### config.mk
export PLATFORM = sky130hd
export DESIGN_NAME = upsample_bilinear_quad
export DESIGN_NICKNAME = d
export VERILOG_FILES = /design/src/rtl/ups_pkg.sv /design/src/rtl/ups_quad_fifo.sv /design/src/rtl/upsample_bilinear_quad.sv
export SDC_FILE = /design/constraint.sdc
export NUM_CORES = 1
export LEC_CHECK = 0
export CAP_MARGIN = 20
export CORE_UTILIZATION = 55
export DETAILED_ROUTE_END_ITERATION = 10
export GPL_TIMING_DRIVEN = 0
export PLACE_DENSITY = 0.86
export SLEW_MARGIN = 20
export SYNTH_ARGS = -nofsm -noshare
export SYNTH_HDL_FRONTEND = slang
export SYNTH_SLANG_ARGS = --single-unit
### constraint.sdc
create_clock -name clk -period 4.4 [get_ports clk]
set_input_delay 0.44 -clock clk [delete_from_list [all_inputs] [get_ports clk]]
set_output_delay 0.44 -clock clk [all_outputs]
set_load 0.01 [all_outputs]
### src/rtl/ups_pkg.sv
// rtl/ups_pkg.sv - shared constants and helpers for the bilinear quad upsampler
//
// Purpose: frame size codes, filter weights, sum width margin and the
//          size-code to frame-width decode used by upsample_bilinear_quad.
// Ports:   none (package).
package ups_pkg;

  localparam logic [2:0] SIZE_4X4   = 3'b000;
  localparam logic [2:0] SIZE_8X8   = 3'b001;
  localparam logic [2:0] SIZE_16X16 = 3'b010;
  localparam logic [2:0] SIZE_32X32 = 3'b011;
  localparam logic [2:0] SIZE_64X64 = 3'b100;

  localparam int W_NEAR = 9;
  localparam int W_ADJ  = 3;
  localparam int W_DIAG = 1;

  // Sums carry 5 guard bits over the pixel width (weights total 16).
  localparam int SUM_EXTRA = 5;
  localparam int SUM_W     = 16 + SUM_EXTRA;

  // Frame width in pixels; unknown codes collapse to a 1x1 frame.
  function automatic logic [7:0] ups_width(input logic [2:0] size);
    case (size)
      SIZE_4X4:   ups_width = 8'd4;
      SIZE_8X8:   ups_width = 8'd8;
      SIZE_16X16: ups_width = 8'd16;
      SIZE_32X32: ups_width = 8'd32;
      SIZE_64X64: ups_width = 8'd64;
      default:    ups_width = 8'd1;
    endcase
  endfunction

endpackage

### src/rtl/ups_quad_fifo.sv
// rtl/ups_quad_fifo.sv - first-word-fall-through FIFO for output quads
//
// Purpose: holds finished quads (4 pixels + last flag) until the writer
//          takes them. Head entry is visible combinationally.
// Ports:   clk, rst (sync, active-low)
//          push, push_data  write side
//          pop              consume head (never issued while empty)
//          head_data        current head entry
//          count            occupancy 0..DEPTH
module ups_quad_fifo #(
  parameter int WIDTH = 65,
  parameter int DEPTH = 4
) (
  input  logic                     clk,
  input  logic                     rst,
  input  logic                     push,
  input  logic [WIDTH-1:0]         push_data,
  input  logic                     pop,
  output logic [WIDTH-1:0]         head_data,
  output logic [$clog2(DEPTH):0]   count
);

  localparam int AW = $clog2(DEPTH);

  logic [WIDTH-1:0] mem [DEPTH];
  logic [AW-1:0]    wr_ptr;
  logic [AW-1:0]    rd_ptr;

  always_ff @(posedge clk) begin
    if (!rst) begin
      wr_ptr <= '0;
      rd_ptr <= '0;
      count  <= '0;
    end else begin
      if (push) wr_ptr <= wr_ptr + 1'b1;
      if (pop)  rd_ptr <= rd_ptr + 1'b1;
      // Push+pop together (even when full) leaves occupancy unchanged.
      case ({push, pop})
        2'b10:   count <= count + 1'b1;
        2'b01:   count <= count - 1'b1;
        default: count <= count;
      endcase
    end
  end

  always_ff @(posedge clk) begin
    if (push) mem[wr_ptr] <= push_data;
  end

  assign head_data = mem[rd_ptr];

endmodule

### src/rtl/upsample_bilinear_quad.sv
// rtl/upsample_bilinear_quad.sv - 2x bilinear upsample of one 2x2 window into a 2x2 output quad
//
// Purpose: accepts 2x2 neighbourhoods, replicates frame edges, applies the
//          9/3/3/1 bilinear kernel in a 2-stage pipe and queues quads in a
//          credit-protected FWFT FIFO.
// Config:  UPS_ROUND_EN - when defined, +8 before >>>4 (round half up);
//          otherwise plain floor shift. Latency is identical.
// Ports:   clk, rst (sync, active-low)
//          size_upsample        frame size code, sampled on first beat of frame
//          win_valid/win_ready  window beat handshake
//          p_ul,p_ur,p_ll,p_lr  prev row col-1/col, cur row col-1/col
//          q00,q01,q10,q11      output quad (zero while out_valid is low)
//          out_valid/out_ready  quad handshake
//          out_last             quad from the last window of the frame
module upsample_bilinear_quad
  import ups_pkg::*;
#(
  parameter int LENGTH     = 16,
  parameter int FIFO_DEPTH = 4
) (
  input  logic              clk,
  input  logic              rst,
  input  logic [2:0]        size_upsample,
  input  logic              win_valid,
  output logic              win_ready,
  input  logic [LENGTH-1:0] p_ul,
  input  logic [LENGTH-1:0] p_ur,
  input  logic [LENGTH-1:0] p_ll,
  input  logic [LENGTH-1:0] p_lr,
  output logic [LENGTH-1:0] q00,
  output logic [LENGTH-1:0] q01,
  output logic [LENGTH-1:0] q10,
  output logic [LENGTH-1:0] q11,
  output logic              out_valid,
  input  logic              out_ready,
  output logic              out_last
);

  localparam int SW = LENGTH + SUM_EXTRA;
  localparam int CW = $clog2(FIFO_DEPTH) + 1;
  localparam int QW = 4 * LENGTH + 1;

  localparam logic signed [SW-1:0] SAT_MAX = {{(SUM_EXTRA + 1){1'b0}}, {(LENGTH - 1){1'b1}}};
  localparam logic signed [SW-1:0] SAT_MIN = {{(SUM_EXTRA + 1){1'b1}}, {(LENGTH - 1){1'b0}}};
`ifdef UPS_ROUND_EN
  localparam logic signed [SW-1:0] RND_BIAS = SW'(8);
`else
  localparam logic signed [SW-1:0] RND_BIAS = '0;
`endif

  logic [7:0]    col, row, frame_w, cur_w;
  logic          first_beat, last_beat, accept;
  logic [CW-1:0] fifo_count;
  logic [CW:0]   used;
  logic          s1_valid, s1_last, s2_valid, s2_last;
  logic          pop;
  logic [QW-1:0] head;

  // Frame geometry: width comes straight from the size code on the first
  // beat and from the latched copy for the rest of the frame.
  assign first_beat = (col == 8'd0) && (row == 8'd0);
  assign cur_w      = first_beat ? ups_width(size_upsample) : frame_w;
  assign last_beat  = (col == cur_w - 8'd1) && (row == cur_w - 8'd1);

  // Credits: every beat in S1/S2 already owns a FIFO slot, so the FIFO
  // cannot overflow and the pipe never needs to stall.
  assign used      = {1'b0, fifo_count} + (CW + 1)'(s1_valid) + (CW + 1)'(s2_valid);
  assign win_ready = rst && (used < (CW + 1)'(FIFO_DEPTH));
  assign accept    = win_valid && win_ready;

  always_ff @(posedge clk) begin
    if (!rst) begin
      col     <= 8'd0;
      row     <= 8'd0;
      frame_w <= 8'd1;
    end else if (accept) begin
      if (first_beat) frame_w <= cur_w;
      if (col == cur_w - 8'd1) begin
        col <= 8'd0;
        row <= last_beat ? 8'd0 : row + 8'd1;
      end else begin
        col <= col + 8'd1;
      end
    end
  end

  // Edge replication: top row first, then left column on the result.
  logic [LENGTH-1:0] r_ul, r_ur, e_pix [4];
  logic signed [SW-1:0] ext [4];

  always_comb begin
    r_ul     = (row == 8'd0) ? p_ll : p_ul;
    r_ur     = (row == 8'd0) ? p_lr : p_ur;
    e_pix[0] = (col == 8'd0) ? r_ur : r_ul;
    e_pix[1] = r_ur;
    e_pix[2] = (col == 8'd0) ? p_lr : p_ll;
    e_pix[3] = p_lr;
    for (int k = 0; k < 4; k++) begin
      ext[k] = {{SUM_EXTRA{e_pix[k][LENGTH-1]}}, e_pix[k]};
    end
  end

  // S1: per-pixel weighted copies. Index 0..3 = ul, ur, ll, lr.
  logic signed [SW-1:0] s1_x9 [4], s1_x3 [4], s1_x1 [4];

  always_ff @(posedge clk) begin
    if (!rst) begin
      s1_valid <= 1'b0;
      s1_last  <= 1'b0;
      for (int k = 0; k < 4; k++) begin
        s1_x9[k] <= '0;
        s1_x3[k] <= '0;
        s1_x1[k] <= '0;
      end
    end else begin
      s1_valid <= accept;
      s1_last  <= accept && last_beat;
      for (int k = 0; k < 4; k++) begin
        s1_x9[k] <= ext[k] * SW'(W_NEAR);
        s1_x3[k] <= ext[k] * SW'(W_ADJ);
        s1_x1[k] <= ext[k] * SW'(W_DIAG);
      end
    end
  end

  // S2: for output k the near pixel is k; the horizontal, vertical and
  // diagonal neighbours are k^1, k^2 and k^3 in the ul/ur/ll/lr indexing.
  logic signed [SW-1:0] sum [4], shv [4];
  logic [LENGTH-1:0]    sat [4];
  logic [LENGTH-1:0]    s2_q [4];

  always_comb begin
    for (int k = 0; k < 4; k++) begin
      sum[k] = s1_x9[k] + s1_x3[k ^ 1] + s1_x3[k ^ 2] + s1_x1[k ^ 3] + RND_BIAS;
      shv[k] = sum[k] >>> 4;
      if (shv[k] > SAT_MAX)      sat[k] = SAT_MAX[LENGTH-1:0];
      else if (shv[k] < SAT_MIN) sat[k] = SAT_MIN[LENGTH-1:0];
      else                       sat[k] = shv[k][LENGTH-1:0];
    end
  end

  always_ff @(posedge clk) begin
    if (!rst) begin
      s2_valid <= 1'b0;
      s2_last  <= 1'b0;
      for (int k = 0; k < 4; k++) s2_q[k] <= '0;
    end else begin
      s2_valid <= s1_valid;
      s2_last  <= s1_last;
      for (int k = 0; k < 4; k++) s2_q[k] <= sat[k];
    end
  end

  ups_quad_fifo #(
    .WIDTH (QW),
    .DEPTH (FIFO_DEPTH)
  ) u_fifo (
    .clk       (clk),
    .rst       (rst),
    .push      (s2_valid),
    .push_data ({s2_last, s2_q[3], s2_q[2], s2_q[1], s2_q[0]}),
    .pop       (pop),
    .head_data (head),
    .count     (fifo_count)
  );

  assign out_valid = rst && (fifo_count != '0);
  assign pop       = out_valid && out_ready;
  assign q00       = out_valid ? head[LENGTH-1:0]            : '0;
  assign q01       = out_valid ? head[2*LENGTH-1:LENGTH]     : '0;
  assign q10       = out_valid ? head[3*LENGTH-1:2*LENGTH]   : '0;
  assign q11       = out_valid ? head[4*LENGTH-1:3*LENGTH]   : '0;
  assign out_last  = out_valid && head[QW-1];

endmodule

==> metrics.log <==
INFO  metric status = finished, violations left
INFO  metric violations = design-rule violations, negative setup slack
INFO  metric async_reset_ff_share = 0%
INFO  metric cts_tree = yes
INFO  metric vias_per_cell = a little under 6
INFO  metric critPathKind = register to register
INFO  metric synth.largest_area_cell = edfxtp_1
INFO  metric max_freq = 0.217 GHz
INFO  metric final_critical_path_setup_slack = -0.199 ns
INFO  metric leakage = 16.1 nW
INFO  metric power_density = 627 nW/µm²
INFO  metric cts_max_level = 2
INFO  metric antenna_found_initial = 1
INFO  metric detailedPlacementHpwl = approximately 60000 µm
INFO  metric numCtsBuffers = 54
INFO  metric cts-hold-fix-buffers = 0
INFO  metric wire_per_inst = about 22 µm
INFO  metric cts_clk_pin_slew_worst_paths = approximately 0.070 ns
INFO  metric initial_utilization = 55.8%
INFO  metric detail_route.drc_violations = 40
INFO  metric grt_setup_unrepaired = true
INFO  metric final_layout_size_suffix_gt1_share = between 10% and 20%
INFO  metric layout_worst_path_cycle_share = 105%
INFO  metric synth_cell_types = 83
INFO  metric layoutNonFillerInstCount = 3995
INFO  metric slew_headroom = 24.1%
INFO  metric gr-usage-all-layers = 27.9%
INFO  metric critPathMaxFanout = 5
INFO  metric placed_cells_incl_taps = 3840
INFO  metric timing.final.hold_violations = 0
INFO  metric yosys.cell_count.top_type = inv_1
INFO  metric overflow = 0
INFO  metric design.portCount = around 140
INFO  metric number_of_enable_type_register_cells_in_the_synthesized_netlist = 260
INFO  metric yosysWarningCount = 0
INFO  metric period_needed = 4.60 ns
INFO  metric final_wtd_congestion = roughly 0.96
INFO  metric drv_slew = 0
INFO  metric num-nets-final = 3712
INFO  metric ir_worst_vdd = 371 µV
INFO  metric avgSynthCellArea = 11.3 µm²
INFO  metric worst_slew_pin_slew = 1.14 ns
INFO  metric final-setup-viol-count = 30
INFO  metric post-route-util = roughly two thirds
INFO  metric number_of_global_route_vias_before_repair = 23300
INFO  metric critical_path_arrival = 5.08 ns
INFO  metric drt_pass1_iterations = 9
INFO  metric worst_clock_skew = 0.0202 ns
INFO  metric final.fill_count = 4017
INFO  metric yosysTopAreaCellShare = 23.7%
INFO  metric port_buffers = roughly 140
INFO  metric routed_wirelength = between 80000 and 90000 µm
INFO  metric ys_top_cells_by_area = edfxtp_1 (24%), dfxtp_1 (19%), ha_1 (12%)
INFO  metric floorplan.die.height = 247 µm
INFO  metric clk_root_buffer_cell = clkbuf_16
INFO  metric initialDrtViolationCount = 1880
INFO  metric final_antenna_net_count = 0
INFO  metric route.vias.total = around 23000
INFO  metric cp-start-kind = register
INFO  metric die_width = 247 µm
INFO  metric synth_fp_nets = 3466
INFO  metric synth_sequential_area_ratio = 42.4%
INFO  metric p_total = 0.0242 W
INFO  metric max-cap-violations = 0
INFO  metric wire_length_of_the_first_global_routing_pass = 129000 µm
INFO  metric worstPathRequired = 4.88 ns
INFO  metric yosys_most_used_dff = dfxtp_1
INFO  metric cts.path.max_buffers = 3
INFO  metric grt_max_degree = 46
INFO  metric synthesis.instances = 2928
INFO  metric critical_path.endpoint_type = register
INFO  metric synth.top_cells.by_count = inv_1 (409), ha_1 (314), dfxtp_1 (309)
INFO  metric hp-class = input port to register
INFO  metric site_rows = 89
INFO  metric synth_seq_cells = 569
INFO  metric core = 59100 µm²
INFO  metric syn_to_final_growth = 17.0%
INFO  metric synth.cell_area = 33000 µm²
INFO  metric floorplan.die_area = slightly above 60000 µm²
INFO  metric clock_latency = 0.63 ns
INFO  metric clock_sinks = 569
-- repair_timing --
action | 4_1_cts | 5_1_grt
gates resized for setup | 132 | 132
pin swaps | 27 | 46
endpoints found under the setup margin | 124 | 118
setup buffers | 21 | 30
gates cloned | 2 | 1
-- metal layers --
| metal | share of wire [%] | wire length (µm) | vias to the layer above | GRT usage [%] |
|---|---|---|---|---|
| li1 | - | - | 10600 | - |
| met1 | 39 | 33700 | 11400 | 35.2 |
| met2 | 47 | 41300 | 1128 | 45.8 |
| met3 | 8.2 | 7190 | 317 | 4.87 |
| met4 | 6.0 | 5260 | 0 | 14.6 |
| met5 | 0 | 0 | - | 0 |
-- path summary, 6_finish.rpt --
| check | slack [ns] | endpoint | startpoint | depth (start not counted) |
|---|---|---|---|---|
| worst max-delay path | -0.20 | s2_q[1][4] | s1_x3[0][2] | 15 |
| worst min-delay path | 0.25 | frame_w[6] | size_upsample[2] | 3 |
| worst max register to register | -0.20 | s2_q[1][4] | s1_x3[0][2] | 15 |
| worst min register to register | 0.47 | s2_valid | s1_valid | 1 |
-- final cells by class --
class	count	area, µm²	area share, %
multi-input combinational	1878	18100	46.8
buffer	67	337	0.872
antenna	3	7.51	0.0194
inverter	411	1550	4.02
tap	773	967	2.50
clock inverter	21	262	0.677
timing repair buffer	193	1890	4.91
sequential	569	14000	36.3
clock buffer	80	1520	3.94
-- sequential cells by signal, summed over array words and instances, names as in the netlist, 8 cells and up, named ones only --
name        flops
s1_x3          72
s1_x9          81
col             8
s1_x1          55
row             8
u_fifo.mem    260
frame_w         8
s2_q           64
-- cells by family (layout without fill, tap and decap cells) --
group	Yosys count	in the layout	synth area share, %
buf+inv	481	772	5.49
other cells	0	3	0
fa+ha+maj	469	469	21.2
simple gates	628	628	9.87
flops	569	569	42.4
mux	133	133	6.62
xor+xnor	204	204	5.46
compound gates	444	444	8.92
-- metrics by stage --
stage                     hold WS, ns  cell area (µm²)  worst slack (ns)  TNS (ns)
after floorplan                 0.412            33000            0.0119         0
after global placement          0.448            35300             -1.05    -45.06
after detailed placement        0.453            35400             -1.06    -52.09
after CTS                       0.232            37900           -0.0130   -0.0172
after global routing            0.307            38600            -0.277     -6.72
final                           0.253            38600            -0.199     -4.27
-- report_power, final --
part / switching [W] / internal [W]
combinational: 0.00745 / 0.00507
sequential: 0.000427 / 0.00658
clock: 0.00204 / 0.00265
total: 0.00992 / 0.0143
-- layout by cell type, fill, tap and decap left out, types with 62 or more instances in the layout --
cell type        count
inv_1              399
ha_1               302
dfxtp_1            301
edfxtp_1           260
nor2_1             205
and2_1             155
fa_1               149
clkdlybuf4s50_1    135
a21oi_1            120
xnor2_1            115
xor2_1              88
nand2_1             77
mux4_2              65
clkbuf_1            62
-- worst max-delay path, stage by stage (launching register included) --
cell and delay (ns):
dfxtp_2 0.34, inv_2 0.06, fa_1 0.54, inv_1 0.07, fa_1 0.47, ha_2 0.22, or3_4 0.37, o221ai_4 0.29
a221oi_4 0.15, a2111o_1 0.49, and3_4 0.19, or4_4 0.45, o21a_1 0.22, o221ai_4 0.29, buf_6 0.20, o21ai_1 0.09
(Power assumes the default switching activity.)
